[src/rtl/conv_seq_pkg.sv]
// Shared sizes, FSM state type and output-address helper for the conv layer sequencer.
package conv_seq_pkg;
  localparam int DATA_WIDTH      = 16;
  localparam int OUTPUT_CHANNELS = 4;
  localparam int OUTPUT_COL_SIZE = 24;
  localparam int MAX_PASSES      = 8;
  localparam int ADDR_WIDTH      = 12;
  localparam int WORD_WIDTH      = 256;

  localparam int LANES_PER_WORD = WORD_WIDTH / DATA_WIDTH;
  localparam int WORDS_PER_COL  = (OUTPUT_COL_SIZE + LANES_PER_WORD - 1) / LANES_PER_WORD;

  localparam int NP_W   = $clog2(MAX_PASSES + 1);
  localparam int PASS_W = $clog2(MAX_PASSES);
  localparam int CH_W   = $clog2(OUTPUT_CHANNELS);
  localparam int COL_W  = $clog2(OUTPUT_COL_SIZE + 1);
  localparam int WORD_W = (WORDS_PER_COL > 1) ? $clog2(WORDS_PER_COL) : 1;

  typedef enum logic [2:0] {IDLE, START, RUN, NEXT, FINISH} state_t;

  // Channel-major layout: each (pass, channel) owns OUTPUT_COL_SIZE columns of WORDS_PER_COL words.
  function automatic logic [ADDR_WIDTH-1:0] word_addr(
    input logic [ADDR_WIDTH-1:0] base,
    input logic [PASS_W-1:0]     pass,
    input logic [CH_W-1:0]       ch,
    input logic [COL_W-1:0]      col,
    input logic [WORD_W-1:0]     w
  );
    logic [31:0] offset;
    offset = ((32'(pass) * OUTPUT_CHANNELS + 32'(ch)) * OUTPUT_COL_SIZE + 32'(col))
             * WORDS_PER_COL + 32'(w);
    return base + offset[ADDR_WIDTH-1:0];
  endfunction
endpackage

[src/rtl/conv_col_packer.sv]
// Captures one engine output column and streams it to the output BRAM as 256-bit words.
module conv_col_packer
  import conv_seq_pkg::*;
(
  input  logic                  clk,
  input  logic                  rst,
  input  logic                  capture_en,
  input  logic                  conv_valid,
  input  logic [OUTPUT_CHANNELS-1:0][OUTPUT_COL_SIZE-1:0][DATA_WIDTH-1:0] conv_col,
  input  logic [ADDR_WIDTH-1:0] base,
  input  logic [PASS_W-1:0]     pass,
  input  logic [COL_W-1:0]      col,
  input  logic                  wr_ready,
  output logic                  buf_free,
  output logic                  capture,
  output logic                  writer_idle,
  output logic                  wr_en,
  output logic [ADDR_WIDTH-1:0] wr_addr,
  output logic [WORD_WIDTH-1:0] wr_data
);
  logic [OUTPUT_CHANNELS-1:0][OUTPUT_COL_SIZE-1:0][DATA_WIDTH-1:0] col_buf_reg;
  logic                  active_reg;
  logic [CH_W-1:0]       ch_reg;
  logic [WORD_W-1:0]     w_reg;
  logic [PASS_W-1:0]     pass_reg;
  logic [COL_W-1:0]      col_reg;
  logic                  accept;
  logic                  last_word;
  logic                  last_w;
  logic [DATA_WIDTH-1:0] lane_val [WORDS_PER_COL][LANES_PER_WORD];

  assign accept      = active_reg && wr_ready;
  assign last_w      = (w_reg == WORD_W'(WORDS_PER_COL - 1));
  assign last_word   = last_w && (ch_reg == CH_W'(OUTPUT_CHANNELS - 1));
  // Freeing on the final accept lets a back-to-back column land without a gap.
  assign buf_free    = !active_reg || (accept && last_word);
  assign capture     = capture_en && conv_valid && buf_free;
  assign writer_idle = !active_reg;
  assign wr_en       = active_reg;
  assign wr_addr     = word_addr(base, pass_reg, ch_reg, col_reg, w_reg);

  always_ff @(posedge clk or posedge rst) begin
    if (rst) begin
      col_buf_reg <= '0;
      active_reg  <= 1'b0;
      ch_reg      <= '0;
      w_reg       <= '0;
      pass_reg    <= '0;
      col_reg     <= '0;
    end else begin
      if (accept) begin
        if (last_w) begin
          w_reg  <= '0;
          ch_reg <= ch_reg + 1'b1;
        end else begin
          w_reg <= w_reg + 1'b1;
        end
        if (last_word) active_reg <= 1'b0;
      end
      if (capture) begin
        col_buf_reg <= conv_col;
        active_reg  <= 1'b1;
        ch_reg      <= '0;
        w_reg       <= '0;
        pass_reg    <= pass;
        col_reg     <= col;
      end
    end
  end

  for (genvar gw = 0; gw < WORDS_PER_COL; gw++) begin : g_word
    for (genvar gi = 0; gi < LANES_PER_WORD; gi++) begin : g_lane
      if (gw * LANES_PER_WORD + gi < OUTPUT_COL_SIZE) begin : g_elem
        assign lane_val[gw][gi] = col_buf_reg[ch_reg][gw * LANES_PER_WORD + gi];
      end else begin : g_pad
        assign lane_val[gw][gi] = '0;
      end
    end
  end

  always_comb begin
    wr_data = '0;
    for (int l = 0; l < LANES_PER_WORD; l++) begin
      wr_data[l*DATA_WIDTH +: DATA_WIDTH] = lane_val[w_reg][l];
    end
  end
endmodule

[src/rtl/conv_layer_sequencer.sv]
// Runs the conv engine through N kernel passes and hands each output column to the packer.
module conv_layer_sequencer
  import conv_seq_pkg::*;
(
  input  logic                  clk,
  input  logic                  rst,
  input  logic                  cmd_start,
  input  logic [NP_W-1:0]       cmd_num_passes,
  input  logic [ADDR_WIDTH-1:0] cmd_out_base,
  output logic                  busy,
  output logic                  done,
  output logic                  err_overrun,
  output logic                  err_short,
  output logic [PASS_W-1:0]     pass_idx,
  output logic                  conv_start,
  input  logic                  conv_valid,
  input  logic                  conv_done,
  input  logic [OUTPUT_CHANNELS-1:0][OUTPUT_COL_SIZE-1:0][DATA_WIDTH-1:0] conv_col,
  output logic                  wr_en,
  output logic [ADDR_WIDTH-1:0] wr_addr,
  output logic [WORD_WIDTH-1:0] wr_data,
  input  logic                  wr_ready
);
  state_t                state_reg, state_next;
  logic [NP_W-1:0]       num_passes_reg, num_passes_next;
  logic [ADDR_WIDTH-1:0] base_reg, base_next;
  logic [PASS_W-1:0]     pass_idx_reg, pass_idx_next;
  logic [COL_W-1:0]      col_cnt_reg, col_cnt_next;
  logic                  done_seen_reg, done_seen_next;
  logic                  err_overrun_reg, err_overrun_next;
  logic                  err_short_reg, err_short_next;
  logic [NP_W-1:0]       passes_clamped;
  logic                  buf_free, capture, writer_idle;

  assign passes_clamped = (cmd_num_passes > NP_W'(MAX_PASSES)) ? NP_W'(MAX_PASSES) : cmd_num_passes;
  assign pass_idx    = pass_idx_reg;
  assign err_overrun = err_overrun_reg;
  assign err_short   = err_short_reg;

  conv_col_packer u_packer (
    .clk         (clk),
    .rst         (rst),
    .capture_en  (state_reg == RUN),
    .conv_valid  (conv_valid),
    .conv_col    (conv_col),
    .base        (base_reg),
    .pass        (pass_idx_reg),
    .col         (col_cnt_reg),
    .wr_ready    (wr_ready),
    .buf_free    (buf_free),
    .capture     (capture),
    .writer_idle (writer_idle),
    .wr_en       (wr_en),
    .wr_addr     (wr_addr),
    .wr_data     (wr_data)
  );

  always_ff @(posedge clk or posedge rst) begin
    if (rst) begin
      state_reg       <= IDLE;
      num_passes_reg  <= '0;
      base_reg        <= '0;
      pass_idx_reg    <= '0;
      col_cnt_reg     <= '0;
      done_seen_reg   <= 1'b0;
      err_overrun_reg <= 1'b0;
      err_short_reg   <= 1'b0;
    end else begin
      state_reg       <= state_next;
      num_passes_reg  <= num_passes_next;
      base_reg        <= base_next;
      pass_idx_reg    <= pass_idx_next;
      col_cnt_reg     <= col_cnt_next;
      done_seen_reg   <= done_seen_next;
      err_overrun_reg <= err_overrun_next;
      err_short_reg   <= err_short_next;
    end
  end

  always_comb begin
    state_next       = state_reg;
    num_passes_next  = num_passes_reg;
    base_next        = base_reg;
    pass_idx_next    = pass_idx_reg;
    col_cnt_next     = col_cnt_reg;
    done_seen_next   = done_seen_reg;
    err_overrun_next = err_overrun_reg;
    err_short_next   = err_short_reg;
    busy             = 1'b0;
    done             = 1'b0;
    conv_start       = 1'b0;
    case (state_reg)
      IDLE: begin
        if (cmd_start) begin
          num_passes_next  = passes_clamped;
          base_next        = cmd_out_base;
          pass_idx_next    = '0;
          err_overrun_next = 1'b0;
          err_short_next   = 1'b0;
          state_next       = (passes_clamped == '0) ? FINISH : START;
        end
      end
      START: begin
        busy           = 1'b1;
        conv_start     = 1'b1;
        col_cnt_next   = '0;
        done_seen_next = 1'b0;
        state_next     = RUN;
      end
      RUN: begin
        busy = 1'b1;
        if (capture) col_cnt_next = col_cnt_reg + 1'b1;
        if (conv_valid && !buf_free) err_overrun_next = 1'b1;
        if (conv_done) done_seen_next = 1'b1;
        // A column captured this cycle still has to drain before the pass can close.
        if (done_seen_reg && writer_idle && !capture) begin
          if (col_cnt_reg != COL_W'(OUTPUT_COL_SIZE)) err_short_next = 1'b1;
          state_next = NEXT;
        end
      end
      NEXT: begin
        busy          = 1'b1;
        pass_idx_next = pass_idx_reg + 1'b1;
        state_next    = (NP_W'(pass_idx_reg) + NP_W'(1) == num_passes_reg) ? FINISH : START;
      end
      FINISH: begin
        done       = 1'b1;
        state_next = IDLE;
      end
      default: state_next = IDLE;
    endcase
  end
endmodule

[config.mk]
export PLATFORM = sky130hd
export DESIGN_NAME = conv_layer_sequencer
export DESIGN_NICKNAME = d
export VERILOG_FILES = /design/src/rtl/conv_seq_pkg.sv /design/src/rtl/conv_col_packer.sv /design/src/rtl/conv_layer_sequencer.sv
export SDC_FILE = /design/constraint.sdc
export NUM_CORES = 2
export LEC_CHECK = 0
export CELL_PAD_IN_SITES_DETAIL_PLACEMENT = 0
export CELL_PAD_IN_SITES_GLOBAL_PLACEMENT = 1
export CORE_AREA = 5 5 710 712
export DETAILED_ROUTE_END_ITERATION = 8
export DIE_AREA = 0 0 715 717
export PLACE_DENSITY = 0.35
export REMOVE_ABC_BUFFERS = 1
export SLEW_MARGIN = 20
export SYNTH_ARGS = -nofsm -noshare
export SYNTH_HDL_FRONTEND = slang
export SYNTH_SLANG_ARGS = --single-unit
[constraint.sdc]
create_clock -name clk -period 67.7 [get_ports clk]
set_clock_uncertainty 0.1 [all_clocks]
set_input_delay 13.54 -clock clk [delete_from_list [all_inputs] [get_ports clk]]
set_output_delay 13.54 -clock clk [all_outputs]
set_load 0.01 [all_outputs]
# == Word level (Yosys, flattened, before mapping) ==
# Cells that the tools add are included.
# word_totals
latchBits,0
output_inout_bits,277
regBits,1578
input_bits,1558
word_cells,201
n_memories,0
romBits,0
ram_bits,0
# op_classes
n_shift,0
div,0
reduce_logical,30
n_lt_le_gt_ge,3
multipliers,1
mux,35
add_sub_neg,9
eq_ne,13
bitwise,1
# ops
cell,count
384-bit binary-select mux with 2-bit select,1
256-bit two-way mux,3
384-bit two-way mux,1
32-bit by 2-bit multiplier with 8-bit output (second input constant),1
3-bit two-way mux,5
1-bit two-way mux,14
2-bit AND reduction,7
12-bit by 1-bit adder with 12-bit output,1
12-bit adder,1
2-bit inequality test (second input constant),6
3-bit case mux with 4 select lines,1
2-bit nonzero test,6
11-bit by 5-bit adder with 11-bit output,1
5-bit case mux with 2 select lines,1
1-bit logical AND,8
5-bit by 2-bit adder with 6-bit output,1
3-bit by 2-bit == test with 1-bit output (second input constant),2
2-bit two-way mux,3
1-bit case mux with 2 select lines,3
3-bit case mux with 2 select lines,1
5-bit by 1-bit adder with 5-bit output (second input constant),1
5-bit two-way mux,1
5-bit inequality test (second input constant),1
3-bit by 1-bit adder with 4-bit output (second input constant),1
other kinds (19),21

# == Longest topological paths before layout ==
# logic_depth
word_depth,9
depth_mapped,17
depth_no_buf,14

# == Hierarchy ==
# From an unflattened synthesis, not the netlist that was laid out.
# unflattened
hier_cells,4319
hier_area_um2,71856.4
# by_module_without_submodules
module,n_inst,cells_per_inst,seq_area_each_um2,area_each_um2
conv_col_packer,1,4158,38737.2,70387.5
conv_layer_sequencer,1,161,750.7,1468.9

# == Worst setup path before layout ==
# Ideal clock, no wire load.
# synth_path
path_type,reg2out
start,register u_packer.ch_reg[1]
end,output wr_addr[10]
t_required_ps,54060
path_stages_with_launch,16
arrival_ps,3895
path_slack_ps,50165
path_buffers,4
path_cell_list,dfrtp_1 > buf_2 > buf_2 > clkbuf_1 > buf_2 > inv_1 > fa_1 > xor2_1 > nor3b_1 > a221o_1 > o311ai_1 > a211oi_1 > ha_1 > nor4b_1 > a2111oi_0 > o311ai_0
# synth_via
elab_chain_len,5
# synth_lines
element,line,text
from (decl),conv_col_packer.sv:23,logic [CH_W-1:0] ch_reg;
from (signal assigned),conv_col_packer.sv:54,ch_reg <= ch_reg + 1'b1;
5-bit by 2-bit adder with 6-bit output,conv_seq_pkg.sv:30,offset = ((32'(pass) * OUTPUT_CHANNELS + 32'(ch)) * OUTPUT_COL_SIZE + 32'(col))
32-bit by 2-bit multiplier with 8-bit output,conv_seq_pkg.sv:30,
11-bit by 5-bit adder with 11-bit output,conv_seq_pkg.sv:30,
12-bit by 1-bit adder with 12-bit output,conv_seq_pkg.sv:31,* WORDS_PER_COL + 32'(w);
12-bit adder,conv_seq_pkg.sv:32,return base + offset[ADDR_WIDTH-1:0];
to (decl),conv_layer_sequencer.sv:20,"output logic [ADDR_WIDTH-1:0] wr_addr,"
# Every way passes these cells.

# == Final worst setup path ==
# layout_path
start,register u_packer.ch_reg[1]
end,output wr_data[54]
# layout_via
elab_chain_len,5
# layout_lines
element,line,text
384-bit binary-select mux with 2-bit select,conv_col_packer.sv:74,assign lane_val[gw][gi] = col_buf_reg[ch_reg][gw * LANES_PER_WORD + gi];
384-bit two-way mux,--,
256-bit two-way mux (3 in a row),--,
to (decl),conv_layer_sequencer.sv:21,"output logic [WORD_WIDTH-1:0] wr_data,"
# Every way passes these cells. The select of a mux whose other input is x is not followed.

==> impl_metrics.env <==
export IMPL_yosys_warnings=0
export IMPL_r2r_end="u_packer.col_buf_reg[74]"
export IMPL_stdcell_count=13000
export IMPL_startpoint="u_packer.ch_reg[1]"
export IMPL_grt_max_degree=139
export IMPL_syn2layout_area_growth_pct=45.7
export IMPL_crit_fanout=66
export IMPL_status="complete, no violations"
export IMPL_ios=1835
export IMPL_via_per_inst=3.64
export IMPL_rrSetupSlack_ns=60.35
export IMPL_r2r_start="u_packer.ch_reg[1]"
export IMPL_final_setup_viol_count=0
export IMPL_die_area_mm2=0.513
export IMPL_root_buffer="clkbuf_16"
export IMPL_clk_pin_slew_ns=0.06
export IMPL_cts_sinks=1578
export IMPL_cp_start_kind="flip-flop"
export IMPL_antenna_found_initial=473
export IMPL_rows=259
export IMPL_cts_buffers=219
export IMPL_dpl_cell_count=12600
export IMPL_die_y_um=717
export IMPL_drv_cap=0
export IMPL_drive_above_1_share_pct=23.5
export IMPL_synth_area_mm2=0.0714
export IMPL_die_w_um=715
export IMPL_yosys_area_top_type="dfrtp_1"
export IMPL_syn_inst=4298
export IMPL_cts_tree="yes"
export IMPL_slew_viol_final=0
export IMPL_drtIter0Drc=1817
export IMPL_io_buffers=1834
export IMPL_firstDrtPassIters=5
export IMPL_finalCritPeriodShare_pct=29.4
export IMPL_cts_buffer_depth=4
export IMPL_grt_ovfl_total=0
export IMPL_gp_congestion=0.818
export IMPL_rsz0062_at_grt="no"
export IMPL_p_per_area_mw_per_mm2=49.6
export IMPL_hp_class="flip-flop to flip-flop"
export IMPL_path_class="flip-flop to output pin"
export IMPL_drt_total_wl_um=391000
export IMPL_vias=47400
export IMPL_synth_edf_count=0
export IMPL_grt_use_total_pct=14.7
export IMPL_largest_reg_flops=1536
export IMPL_crit_end="wr_data[54]"
export IMPL_post_cts_setup_buffers=0
export IMPL_final_nets=7719
export IMPL_insertion_delay_ns=0.87
export IMPL_layout_common_cells="clkdlybuf4s50_1 (1831), dfrtp_1 (1575), mux2_1 (1000), mux2_2 (670), mux4_2 (384)"
export IMPL_avgSynthCellArea_um2=16.6
export IMPL_worstPathRequired_ns=54.06
export IMPL_initial_core_util_pct=14.4
export IMPL_worstPathArrival_ns=6.29
export IMPL_cts_resized=0
export IMPL_postCtsHoldBufs=0
export IMPL_htree_levels=4
export IMPL_relSlewSlack_pct=26.1
export IMPL_rr_worst_depth=10
export IMPL_ys_flop_type="dfrtp_1"
export IMPL_ant_nets=0
export IMPL_endpoint_kind="output pin"
export IMPL_grt_pass1_vias=51400
export IMPL_fmax_mhz=50.2
export IMPL_timing_hold_violations_final=0
export IMPL_grt_pass1_wl_um=512000
export IMPL_yosysSeqAreaShare_pct=55.3
export IMPL_peakVddDrop_mv=0.0367
export IMPL_wl_per_cell_um=30.0
export IMPL_synth_area_leaders="dfrtp_1 (55%), mux2_1 (16%), mux4_2 (12%)"
export IMPL_hpwlAfterDp_um=315000
export IMPL_layout_commonest_cell="clkdlybuf4s50_1"
export IMPL_synth_seq_cells=1578
export IMPL_fp_coreArea_mm2=0.496
export IMPL_min_period_ns=19.93
export IMPL_async_flop_share_pct=100
export IMPL_fin_tns_setup_ns=0
export IMPL_synth_cell_types=51
export IMPL_leakage_nw=41.1
export IMPL_drcViolationCount=0
export IMPL_synth_top_area_share_pct=55.3
export IMPL_worst_pin_slew_ns=1.11
## per-stage QoR
step	power (mW)	setup slack, ns	utilization [%]	cell area (um2)	hold slack (ns)
floorplan	3.32	6.63	-	69300	0.352
global placement	4.07	47.29	19.5	96700	0.362
detailed placement	4.09	47.26	19.5	96700	0.369
CTS	5.32	47.27	20.9	104000	0.381
global route	5.49	47.25	20.9	104000	0.391
finish	5.16	47.77	21.0	104000	0.377
## how the worst min path moves through the flow
stage                                    from                   endpoint  slack (ns)  cells past startpoint
floorplan                         base_reg[0]                base_reg[0]        0.35                      2
global placement    u_packer.col_buf_reg[622]  u_packer.col_buf_reg[622]        0.36                      1
detailed placement  u_packer.col_buf_reg[407]  u_packer.col_buf_reg[407]        0.37                      1
CTS                 u_packer.col_buf_reg[407]  u_packer.col_buf_reg[407]        0.38                      1
global route         u_packer.col_buf_reg[43]   u_packer.col_buf_reg[43]        0.39                      1
finish              u_packer.col_buf_reg[389]  u_packer.col_buf_reg[389]        0.38                      1
## critical path, cell delays in order (launching register included)
cell	delay [ns]
dfrtp_4	0.85
buf_4	0.66
buf_4	0.70
buf_12	0.49
buf_4	0.76
mux4_2	0.60
mux2_2	0.28
clkdlybuf4s50_1	0.72
## kinds of logic after synthesis
family | count (synthesis) | synth area share [%]
muxes | 2056 | 38.5
DFF | 1578 | 55.3
buffers and inverters | 311 | 3.06
and+or+nand+nor | 253 | 1.92
AOI/OAI and AO/OA | 52 | 0.477
xor gates and xnor gates | 24 | 0.294
adders and majority gates | 24 | 0.452
## layout make-up
class / count / area [um2]
Clock inverter: 60 / 679
Fill cell: 52900 / 392000
Multi-Input combinational cell: 2409 / 29700
Antenna cell: 79 / 198
Tap cell: 6655 / 8330
Timing Repair Buffer: 1912 / 19100
Sequential cell: 1578 / 39500
Inverter: 17 / 71.3
Clock buffer: 331 / 6480
## where the power goes
| part | switching (mW) | internal [mW] |
|---|---|---|
| Combinational | 1.14 | 1.15 |
| Clock | 0.475 | 0.701 |
| Sequential | 0.286 | 1.40 |
| Total | 1.90 | 3.26 |
## synthesized netlist by cell type, drive strengths merged, types with 2 or more instances
master  count
nand4       2
dfrtp    1578
mux4      384
o21a        2
nand3       6
inv        17
o31ai       2
o311ai      2
a21oi       8
fa          3
ha         21
nor2       28
a211oi      5
mux2i       2
o21ai      17
o22a        3
a21o        2
buf       247
or2         2
clkbuf     47
nor2b     135
mux2     1670
nand2b      6
nor3b       4
a31oi       3
xor2       11
nor3        5
xnor2      13
nand2      58
## per-layer routing
layer | track usage (%) | up-vias | share of wire [%]
met2 | 26.2 | 1871 | 50
met3 | 5.57 | 1061 | 8.4
li1 | - | 19800 | -
met4 | 3.15 | 214 | 2.9
met1 | 16.6 | 24500 | 38
met5 | 0 | - | 0.34
Power figures use the tool's default switching activity.
